`src/rtl/id_ctrl_pipe.sv`:
```
// ID-stage controller: decodes the ID instruction into the ID/EX control bundle and
// handles load-use stalls, taken-branch flushes and MULT/DIV occupancy sequencing.
module id_ctrl_pipe #(
  parameter int MDU_LAT = 32,
  parameter int HAZ_EN  = 1,
  parameter int RA_W    = 5
) (
  input  logic            clk,
  input  logic            rst,
  input  logic            id_valid,
  input  logic [31:0]     id_instr,
  input  logic            id_bresult,
  output logic            stall,
  output logic            flush_if,
  output logic            id_pcsel,
  output logic [1:0]      id_npcop,
  output logic [2:0]      id_extop,
  output logic            ex_valid,
  output logic [3:0]      ex_aluop,
  output logic            ex_alusrcb,
  output logic            ex_rfwr,
  output logic            ex_dmwr,
  output logic            ex_memrd,
  output logic [1:0]      ex_wbsel,
  output logic [RA_W-1:0] ex_rw,
  output logic            ex_illegal,
  output logic            mdu_start,
  output logic            mdu_busy,
  output logic            mdu_done
);

  localparam logic [5:0] OP_RTYPE = 6'h00, OP_J    = 6'h02, OP_JAL  = 6'h03, OP_BEQ   = 6'h04;
  localparam logic [5:0] OP_BNE   = 6'h05, OP_BLEZ = 6'h06, OP_BGTZ = 6'h07, OP_ADDI  = 6'h08;
  localparam logic [5:0] OP_ADDIU = 6'h09, OP_SLTI = 6'h0A, OP_SLTIU = 6'h0B, OP_ANDI = 6'h0C;
  localparam logic [5:0] OP_ORI   = 6'h0D, OP_XORI = 6'h0E, OP_LUI  = 6'h0F, OP_LB    = 6'h20;
  localparam logic [5:0] OP_LH    = 6'h21, OP_LW   = 6'h23, OP_LBU  = 6'h24, OP_LHU   = 6'h25;
  localparam logic [5:0] OP_SB    = 6'h28, OP_SH   = 6'h29, OP_SW   = 6'h2B;

  localparam logic [5:0] FUNCT_SLL  = 6'h00, FUNCT_SRL  = 6'h02, FUNCT_SRA  = 6'h03, FUNCT_JR   = 6'h08;
  localparam logic [5:0] FUNCT_JALR = 6'h09, FUNCT_MFHI = 6'h10, FUNCT_MTHI = 6'h11, FUNCT_MFLO = 6'h12;
  localparam logic [5:0] FUNCT_MTLO = 6'h13, FUNCT_MULT = 6'h18, FUNCT_MULTU = 6'h19, FUNCT_DIV = 6'h1A;
  localparam logic [5:0] FUNCT_DIVU = 6'h1B, FUNCT_ADD  = 6'h20, FUNCT_ADDU = 6'h21, FUNCT_SUB  = 6'h22;
  localparam logic [5:0] FUNCT_SUBU = 6'h23, FUNCT_AND  = 6'h24, FUNCT_OR   = 6'h25, FUNCT_XOR  = 6'h26;
  localparam logic [5:0] FUNCT_NOR  = 6'h27, FUNCT_SLT  = 6'h2A, FUNCT_SLTU = 6'h2B;

  localparam logic [3:0] ALUop_ADD = 4'd0, ALUop_SUB = 4'd1, ALUop_AND = 4'd2,  ALUop_OR   = 4'd3;
  localparam logic [3:0] ALUop_XOR = 4'd4, ALUop_NOR = 4'd5, ALUop_SLT = 4'd6,  ALUop_SLTU = 4'd7;
  localparam logic [3:0] ALUop_SLL = 4'd8, ALUop_SRL = 4'd9, ALUop_SRA = 4'd10, ALUop_LUI  = 4'd11;

  localparam logic [1:0] NPC_NORMAL = 2'd0, NPC_BRANCH = 2'd1, NPC_JUMP = 2'd2, NPC_RF = 2'd3;
  localparam logic [2:0] EXT_ZERO = 3'd0, EXT_SIGN = 3'd1, EXT_LUI = 3'd2, EXT_BRANCH = 3'd3;
  localparam logic [1:0] WB_DM = 2'b00, WB_ALU = 2'b01, WB_PC = 2'b10;

  localparam logic [7:0] CNT_LOAD = 8'(MDU_LAT - 1);

  typedef enum logic {S_IDLE, S_BUSY} mdu_state_t;

  logic [5:0]      op_p0, fn_p0;
  logic [RA_W-1:0] rs_p0, rt_p0, rd_p0, rw_p0;
  logic            legal_p0, alusrcb_p0, rfwr_p0, dmwr_p0, memrd_p0;
  logic            rt_src_p0, mdu_cls_p0, mdu_go_p0, is_br_p0, is_jmp_p0;
  logic [3:0]      aluop_p0;
  logic [1:0]      wbsel_p0, npcop_p0;
  logic [2:0]      extop_p0;
  logic            lu_stall_p0, mdu_stall_p0, issue_p0, taken_p0;
  logic            unused_shamt;
  mdu_state_t      state;
  logic [7:0]      count;

  assign op_p0 = id_instr[31:26];
  assign fn_p0 = id_instr[5:0];
  assign rs_p0 = RA_W'(id_instr[25:21]);
  assign rt_p0 = RA_W'(id_instr[20:16]);
  assign rd_p0 = RA_W'(id_instr[15:11]);
  assign unused_shamt = ^id_instr[10:6];

  always_comb begin
    legal_p0   = 1'b1;
    aluop_p0   = ALUop_ADD;
    alusrcb_p0 = 1'b0;
    rfwr_p0    = 1'b0;
    dmwr_p0    = 1'b0;
    memrd_p0   = 1'b0;
    wbsel_p0   = WB_ALU;
    extop_p0   = EXT_ZERO;
    npcop_p0   = NPC_NORMAL;
    rt_src_p0  = 1'b0;
    mdu_cls_p0 = 1'b0;
    mdu_go_p0  = 1'b0;
    is_br_p0   = 1'b0;
    is_jmp_p0  = 1'b0;
    rw_p0      = (op_p0 == OP_RTYPE) ? rd_p0 : (op_p0 == OP_JAL) ? RA_W'(31) : rt_p0;
    case (op_p0)
      OP_RTYPE: begin
        case (fn_p0)
          FUNCT_ADD, FUNCT_ADDU, FUNCT_SUB, FUNCT_SUBU, FUNCT_AND, FUNCT_OR, FUNCT_XOR,
          FUNCT_NOR, FUNCT_SLT, FUNCT_SLTU, FUNCT_SLL, FUNCT_SRL, FUNCT_SRA: begin
            rfwr_p0   = 1'b1;
            rt_src_p0 = 1'b1;
            case (fn_p0)
              FUNCT_SUB, FUNCT_SUBU: aluop_p0 = ALUop_SUB;
              FUNCT_AND:             aluop_p0 = ALUop_AND;
              FUNCT_OR:              aluop_p0 = ALUop_OR;
              FUNCT_XOR:             aluop_p0 = ALUop_XOR;
              FUNCT_NOR:             aluop_p0 = ALUop_NOR;
              FUNCT_SLT:             aluop_p0 = ALUop_SLT;
              FUNCT_SLTU:            aluop_p0 = ALUop_SLTU;
              FUNCT_SLL:             aluop_p0 = ALUop_SLL;
              FUNCT_SRL:             aluop_p0 = ALUop_SRL;
              FUNCT_SRA:             aluop_p0 = ALUop_SRA;
              default:               aluop_p0 = ALUop_ADD;
            endcase
          end
          FUNCT_JR: begin
            npcop_p0  = NPC_RF;
            is_jmp_p0 = 1'b1;
          end
          FUNCT_JALR: begin
            npcop_p0  = NPC_RF;
            is_jmp_p0 = 1'b1;
            rfwr_p0   = 1'b1;
            wbsel_p0  = WB_PC;
          end
          FUNCT_MFHI, FUNCT_MFLO: begin
            rfwr_p0    = 1'b1;
            mdu_cls_p0 = 1'b1;
          end
          FUNCT_MTHI, FUNCT_MTLO: mdu_cls_p0 = 1'b1;
          FUNCT_MULT, FUNCT_MULTU, FUNCT_DIV, FUNCT_DIVU: begin
            mdu_cls_p0 = 1'b1;
            mdu_go_p0  = 1'b1;
            rt_src_p0  = 1'b1;
          end
          default: legal_p0 = 1'b0;
        endcase
      end
      OP_ADDI, OP_ADDIU, OP_SLTI, OP_SLTIU, OP_ANDI, OP_ORI, OP_XORI, OP_LUI: begin
        rfwr_p0    = 1'b1;
        alusrcb_p0 = 1'b1;
        case (op_p0)
          OP_SLTI:  begin aluop_p0 = ALUop_SLT;  extop_p0 = EXT_SIGN; end
          OP_SLTIU: begin aluop_p0 = ALUop_SLTU; extop_p0 = EXT_SIGN; end
          OP_ANDI:  aluop_p0 = ALUop_AND;
          OP_ORI:   aluop_p0 = ALUop_OR;
          OP_XORI:  aluop_p0 = ALUop_XOR;
          OP_LUI:   begin aluop_p0 = ALUop_LUI;  extop_p0 = EXT_LUI;  end
          default:  extop_p0 = EXT_SIGN;
        endcase
      end
      OP_LB, OP_LH, OP_LW, OP_LBU, OP_LHU: begin
        rfwr_p0    = 1'b1;
        alusrcb_p0 = 1'b1;
        memrd_p0   = 1'b1;
        wbsel_p0   = WB_DM;
        extop_p0   = EXT_SIGN;
      end
      OP_SB, OP_SH, OP_SW: begin
        dmwr_p0    = 1'b1;
        alusrcb_p0 = 1'b1;
        rt_src_p0  = 1'b1;
        extop_p0   = EXT_SIGN;
      end
      OP_BEQ, OP_BNE, OP_BLEZ, OP_BGTZ: begin
        aluop_p0  = ALUop_SUB;
        extop_p0  = EXT_BRANCH;
        npcop_p0  = NPC_BRANCH;
        is_br_p0  = 1'b1;
        rt_src_p0 = (op_p0 == OP_BEQ) || (op_p0 == OP_BNE);
      end
      OP_J, OP_JAL: begin
        npcop_p0  = NPC_JUMP;
        is_jmp_p0 = 1'b1;
        if (op_p0 == OP_JAL) begin
          rfwr_p0  = 1'b1;
          wbsel_p0 = WB_PC;
        end
      end
      default: legal_p0 = 1'b0;
    endcase
  end

  // Load-use hazard is judged against the ID/EX bundle; HI/LO users wait out the MDU until its done cycle.
  assign lu_stall_p0  = (HAZ_EN != 0) && ex_valid && ex_memrd && (ex_rw != '0) &&
                        ((ex_rw == rs_p0) || (rt_src_p0 && (ex_rw == rt_p0)));
  assign mdu_stall_p0 = id_valid && mdu_cls_p0 && mdu_busy && !mdu_done;
  assign stall        = lu_stall_p0 || mdu_stall_p0;
  assign issue_p0     = id_valid && !stall;
  assign taken_p0     = (is_br_p0 && id_bresult) || is_jmp_p0;
  assign flush_if     = issue_p0 && taken_p0;
  assign id_pcsel     = !flush_if;
  assign id_npcop     = npcop_p0;
  assign id_extop     = extop_p0;
  assign mdu_busy     = (state == S_BUSY);

  // ID/EX boundary
  always_ff @(posedge clk) begin
    if (rst || !issue_p0) begin
      ex_valid   <= 1'b0;
      ex_aluop   <= '0;
      ex_alusrcb <= 1'b0;
      ex_rfwr    <= 1'b0;
      ex_dmwr    <= 1'b0;
      ex_memrd   <= 1'b0;
      ex_wbsel   <= '0;
      ex_rw      <= '0;
      ex_illegal <= 1'b0;
      mdu_start  <= 1'b0;
    end else begin
      ex_valid   <= 1'b1;
      ex_aluop   <= aluop_p0;
      ex_alusrcb <= alusrcb_p0;
      ex_rfwr    <= rfwr_p0 && (rw_p0 != '0);
      ex_dmwr    <= dmwr_p0;
      ex_memrd   <= memrd_p0;
      ex_wbsel   <= wbsel_p0;
      ex_rw      <= rw_p0;
      ex_illegal <= !legal_p0;
      mdu_start  <= mdu_go_p0;
    end
  end

  always_ff @(posedge clk) begin
    if (rst) begin
      state    <= S_IDLE;
      count    <= '0;
      mdu_done <= 1'b0;
    end else if (issue_p0 && mdu_go_p0) begin
      state    <= S_BUSY;
      count    <= CNT_LOAD;
      mdu_done <= 1'b0;
    end else if (state == S_BUSY) begin
      if (count == '0) begin
        state    <= S_IDLE;
        mdu_done <= 1'b0;
      end else begin
        count    <= count - 8'd1;
        mdu_done <= (count == 8'd1);
      end
    end else begin
      mdu_done <= 1'b0;
    end
  end

endmodule

```
`config.mk`:
```
export PLATFORM = sky130hd
export DESIGN_NAME = id_ctrl_pipe
export DESIGN_NICKNAME = d
export VERILOG_FILES = /design/src/rtl/id_ctrl_pipe.sv
export SDC_FILE = /design/constraint.sdc
export NUM_CORES = 1
export LEC_CHECK = 0
export ABC_AREA = 1
export BUFFER_PORTS_ARGS = -buffer_cell sky130_fd_sc_hd__buf_2
export CORE_MARGIN = 1
export CORE_UTILIZATION = 50
export CTS_CLUSTER_DIAMETER = 60
export DETAILED_ROUTE_END_ITERATION = 12
export PLACE_DENSITY = 0.79
export SYNTH_ARGS = -nofsm -noshare
export SYNTH_HDL_FRONTEND = slang
export SYNTH_SLANG_ARGS = --single-unit
```
`constraint.sdc`:
```
create_clock -name clk -period 2.3 [get_ports clk]
set_input_delay 0.115 -clock clk [delete_from_list [all_inputs] [get_ports clk]]
set_output_delay 0.115 -clock clk [all_outputs]
set_load 0.03 [all_outputs]
```
==> flow_metrics.env <==
export IMPL_outcome="finished clean"
export IMPL_synth_top_area_share_pct=29.3
export IMPL_regToRegSetupSlack_ns=0.48
export IMPL_ys_async_sr_fraction_pct=0
export IMPL_vias=2047
export IMPL_dp_hpwl_um=3640
export IMPL_clock_skew_ns=0.00626
export IMPL_fin_area_sq_um=2290
export IMPL_period_needed_ns=1.93
export IMPL_cp_startpoint="id_instr[29]"
export IMPL_rr_endpoint="count[7]"
export IMPL_powerDensity_nw_per_um2=475
export IMPL_cts_tree="yes"
export IMPL_min_path_type="input port to register"
export IMPL_dieArea_sq_um=4080
export IMPL_placed_cells=394
export IMPL_boundaryPins=64
export IMPL_slew_viol_final=0
export IMPL_cp_endpoint="flush_if"
export IMPL_synth_main_ff_cell="dfxtp_1"
export IMPL_place_congestion=0.929
export IMPL_syn_inst=293
export IMPL_worst_ep_required_time_ns=2.18
export IMPL_hold_viol=0
export IMPL_maxCapViolCount=0
export IMPL_core_area_sq_um=3660
export IMPL_grt_max_degree=18
export IMPL_fin_nets=390
export IMPL_drt_first_pass_iters=4
export IMPL_drc=0
export IMPL_pre_cts_slack_ns=0.403
export IMPL_antenna_cells=0
export IMPL_drt_wirelength_per_cell_um=11.3
export IMPL_ys_types=32
export IMPL_grt_overflow=0
export IMPL_period_share_pct=83.7
export IMPL_die_h_um=63.9
export IMPL_drt_iter0_drc=172
export IMPL_p_leak_uw=0.00120
export IMPL_drive_gt1_share_pct=20.9
export IMPL_r2r_start="count[0]"
export IMPL_cts_root_buf="clkbuf_8"
export IMPL_cts_made_buffers=3
export IMPL_antenna_found_initial=0
export IMPL_rows=22
export IMPL_track_usage_pct=23.4
export IMPL_worstPathArrival_ns=1.81
export IMPL_synth_nets=332
export IMPL_via_per_inst=5.14
export IMPL_crit_fanout=14
export IMPL_place_port_buffers=57
export IMPL_cts_num_sinks=28
export IMPL_ctsResizeCount=0
export IMPL_instances_no_fill=398
export IMPL_rr_worst_depth=9
export IMPL_synth_area_top_cells="dfxtp_1 (29%), nor2_1 (10%), inv_1 (9.2%)"
export IMPL_nFillCells=362
export IMPL_ys_seq_elements=28
export IMPL_grt_pass1_vias=1760
export IMPL_rsz0062_at_grt="no"
export IMPL_initial_core_util_pct=52.3
export IMPL_area_growth_syn_to_layout_pct=19.5
export IMPL_multiInputGateArea_sq_um=1110
export IMPL_placed_cell_area_sq_um=2210
export IMPL_seq_area_frac_synth_pct=29.3
export IMPL_path_clk_slew_ns=0.10
export IMPL_cp_start_kind="input port"
export IMPL_final_setup_viol_count=0
export IMPL_synth_edf_count=0
export IMPL_syn_mean_instance_area_sq_um=6.53
export IMPL_ys_warn_count=0
export IMPL_path_class="input port to output pin"
export IMPL_timing_fmax_mhz=519
export IMPL_cts_setup_buffers=0
export IMPL_regArea_sq_um=561
export IMPL_power_total_uw=1080
export IMPL_ant_nets=0
export IMPL_ir_worst_vdd_mv=0.279
export IMPL_synth_largest_area_cell="dfxtp_1"
export IMPL_h_tree_depth=1
export IMPL_tns_ns=0
export IMPL_setup_ws_ns=0.375
export IMPL_die_w_um=63.9
export IMPL_worst_skew_pair_late_latency_ns=0.28
export IMPL_cts_hold_buffers=0
export IMPL_grt_pass1_wl_um=7710
export IMPL_drt_wl_total_um=4510
export IMPL_clock_path_buffers=2
export IMPL_netlist_area_sq_um=1910
export IMPL_endpoint_kind="output pin"
==> final cells by class <==
type                    instances  area share [%]
clock inverters                 1            1.31
inverters                      48            7.88
multi-input cells             211            48.7
repair buffers                 59            13.1
clock buffers                   3            1.81
flip-flops and latches         28            24.5
well taps                      48            2.63
==> per-layer routing <==
metal  up-vias  part of all wire, %  GRT usage, %  wire length (um)
li1       1067                    -             -                 -
met1       911                   46          31.3              2080
met2        67                   48          40.3              2150
met3         2                  5.4          2.86               245
met4         0                 0.55          4.26                25
met5         -                    0             0                 0
==> state kept, by name, indices dropped and copies added (netlist names) <==
name        flops
ex_rw           5
mdu_done        1
ex_illegal      1
ex_dmwr         1
mdu_start       1
ex_aluop        4
count           8
ex_alusrcb      1
ex_rfwr         1
ex_memrd        1
mdu_busy        1
ex_wbsel        2
ex_valid        1
==> worst min path at each step <==
| stage | startpoint | endpoint | depth (start not counted) |
|---|---|---|---|
| after floorplan | id_instr[29] | ex_alusrcb | 2 |
| after global placement | rst | count[3] | 2 |
| after detailed placement | rst | count[0] | 2 |
| after CTS | rst | count[0] | 2 |
| after global routing | rst | count[1] | 2 |
| final | rst | count[3] | 2 |
==> report_power, final <==
group | internal, uW | total [uW] | leakage (uW) | switching, uW
logic | 67.3 | 201 | 0.000935 | 133
clock network | 233 | 384 | 0.0000357 | 151
registers | 494 | 500 | 0.000227 | 6.36
total | 794 | 1080 | 0.00120 | 291
==> cell usage after synthesis (3+ instances only) <==
master / number
xnor2_1: 5
inv_1: 47
xor2_1: 8
nor4_1: 4
buf_4: 3
nor2_1: 53
nor3_1: 13
nand4_1: 7
nand3_1: 30
nand2_1: 42
dfxtp_1: 28
o21ai_0: 14
a21oi_1: 12
ha_1: 3
==> metrics by stage <==
step / utilization, % / hold slack (ns)
final: 62.4 / 0.112
after global routing: 62.4 / 0.115
after CTS: 62.4 / 0.101
after detailed placement: 60.5 / 0.405
after global placement: 60.5 / 0.397
after floorplan: - / 0.262
==> layout by cell type, fill, tap and decap left out, types with 4 or more instances in the layout <==
cell type  count
nor2_1        53
dfxtp_1       28
nor4_1         4
buf_2         57
nor3_1        13
a21oi_1       12
nand2_1       42
nand4_1        7
o21ai_0       14
xnor2_1        5
xor2_1         8
nand3_1       30
inv_1         47
==> worst max-delay path: stages <==
cell	delay [ns]
buf_2	0.13
nor2_1	0.28
nand3_2	0.27
inv_1	0.29
nand3_1	0.17
nand3_1	0.14
nand4_1	0.15
inv_1	0.08
buf_2	0.19
==> logic make-up after synthesis <==
group | Yosys count | share of synthesized area [%]
other | 1 | 0.196
flip-flops | 28 | 29.3
AND/OR/NAND/NOR | 159 | 39.7
buffers and inverters | 54 | 12.5
XOR/XNOR | 13 | 5.95
AO/OA/AOI/OAI | 35 | 10.4
adder cells (fa/ha/maj) | 3 | 1.96
(Power assumes the default switching activity.)
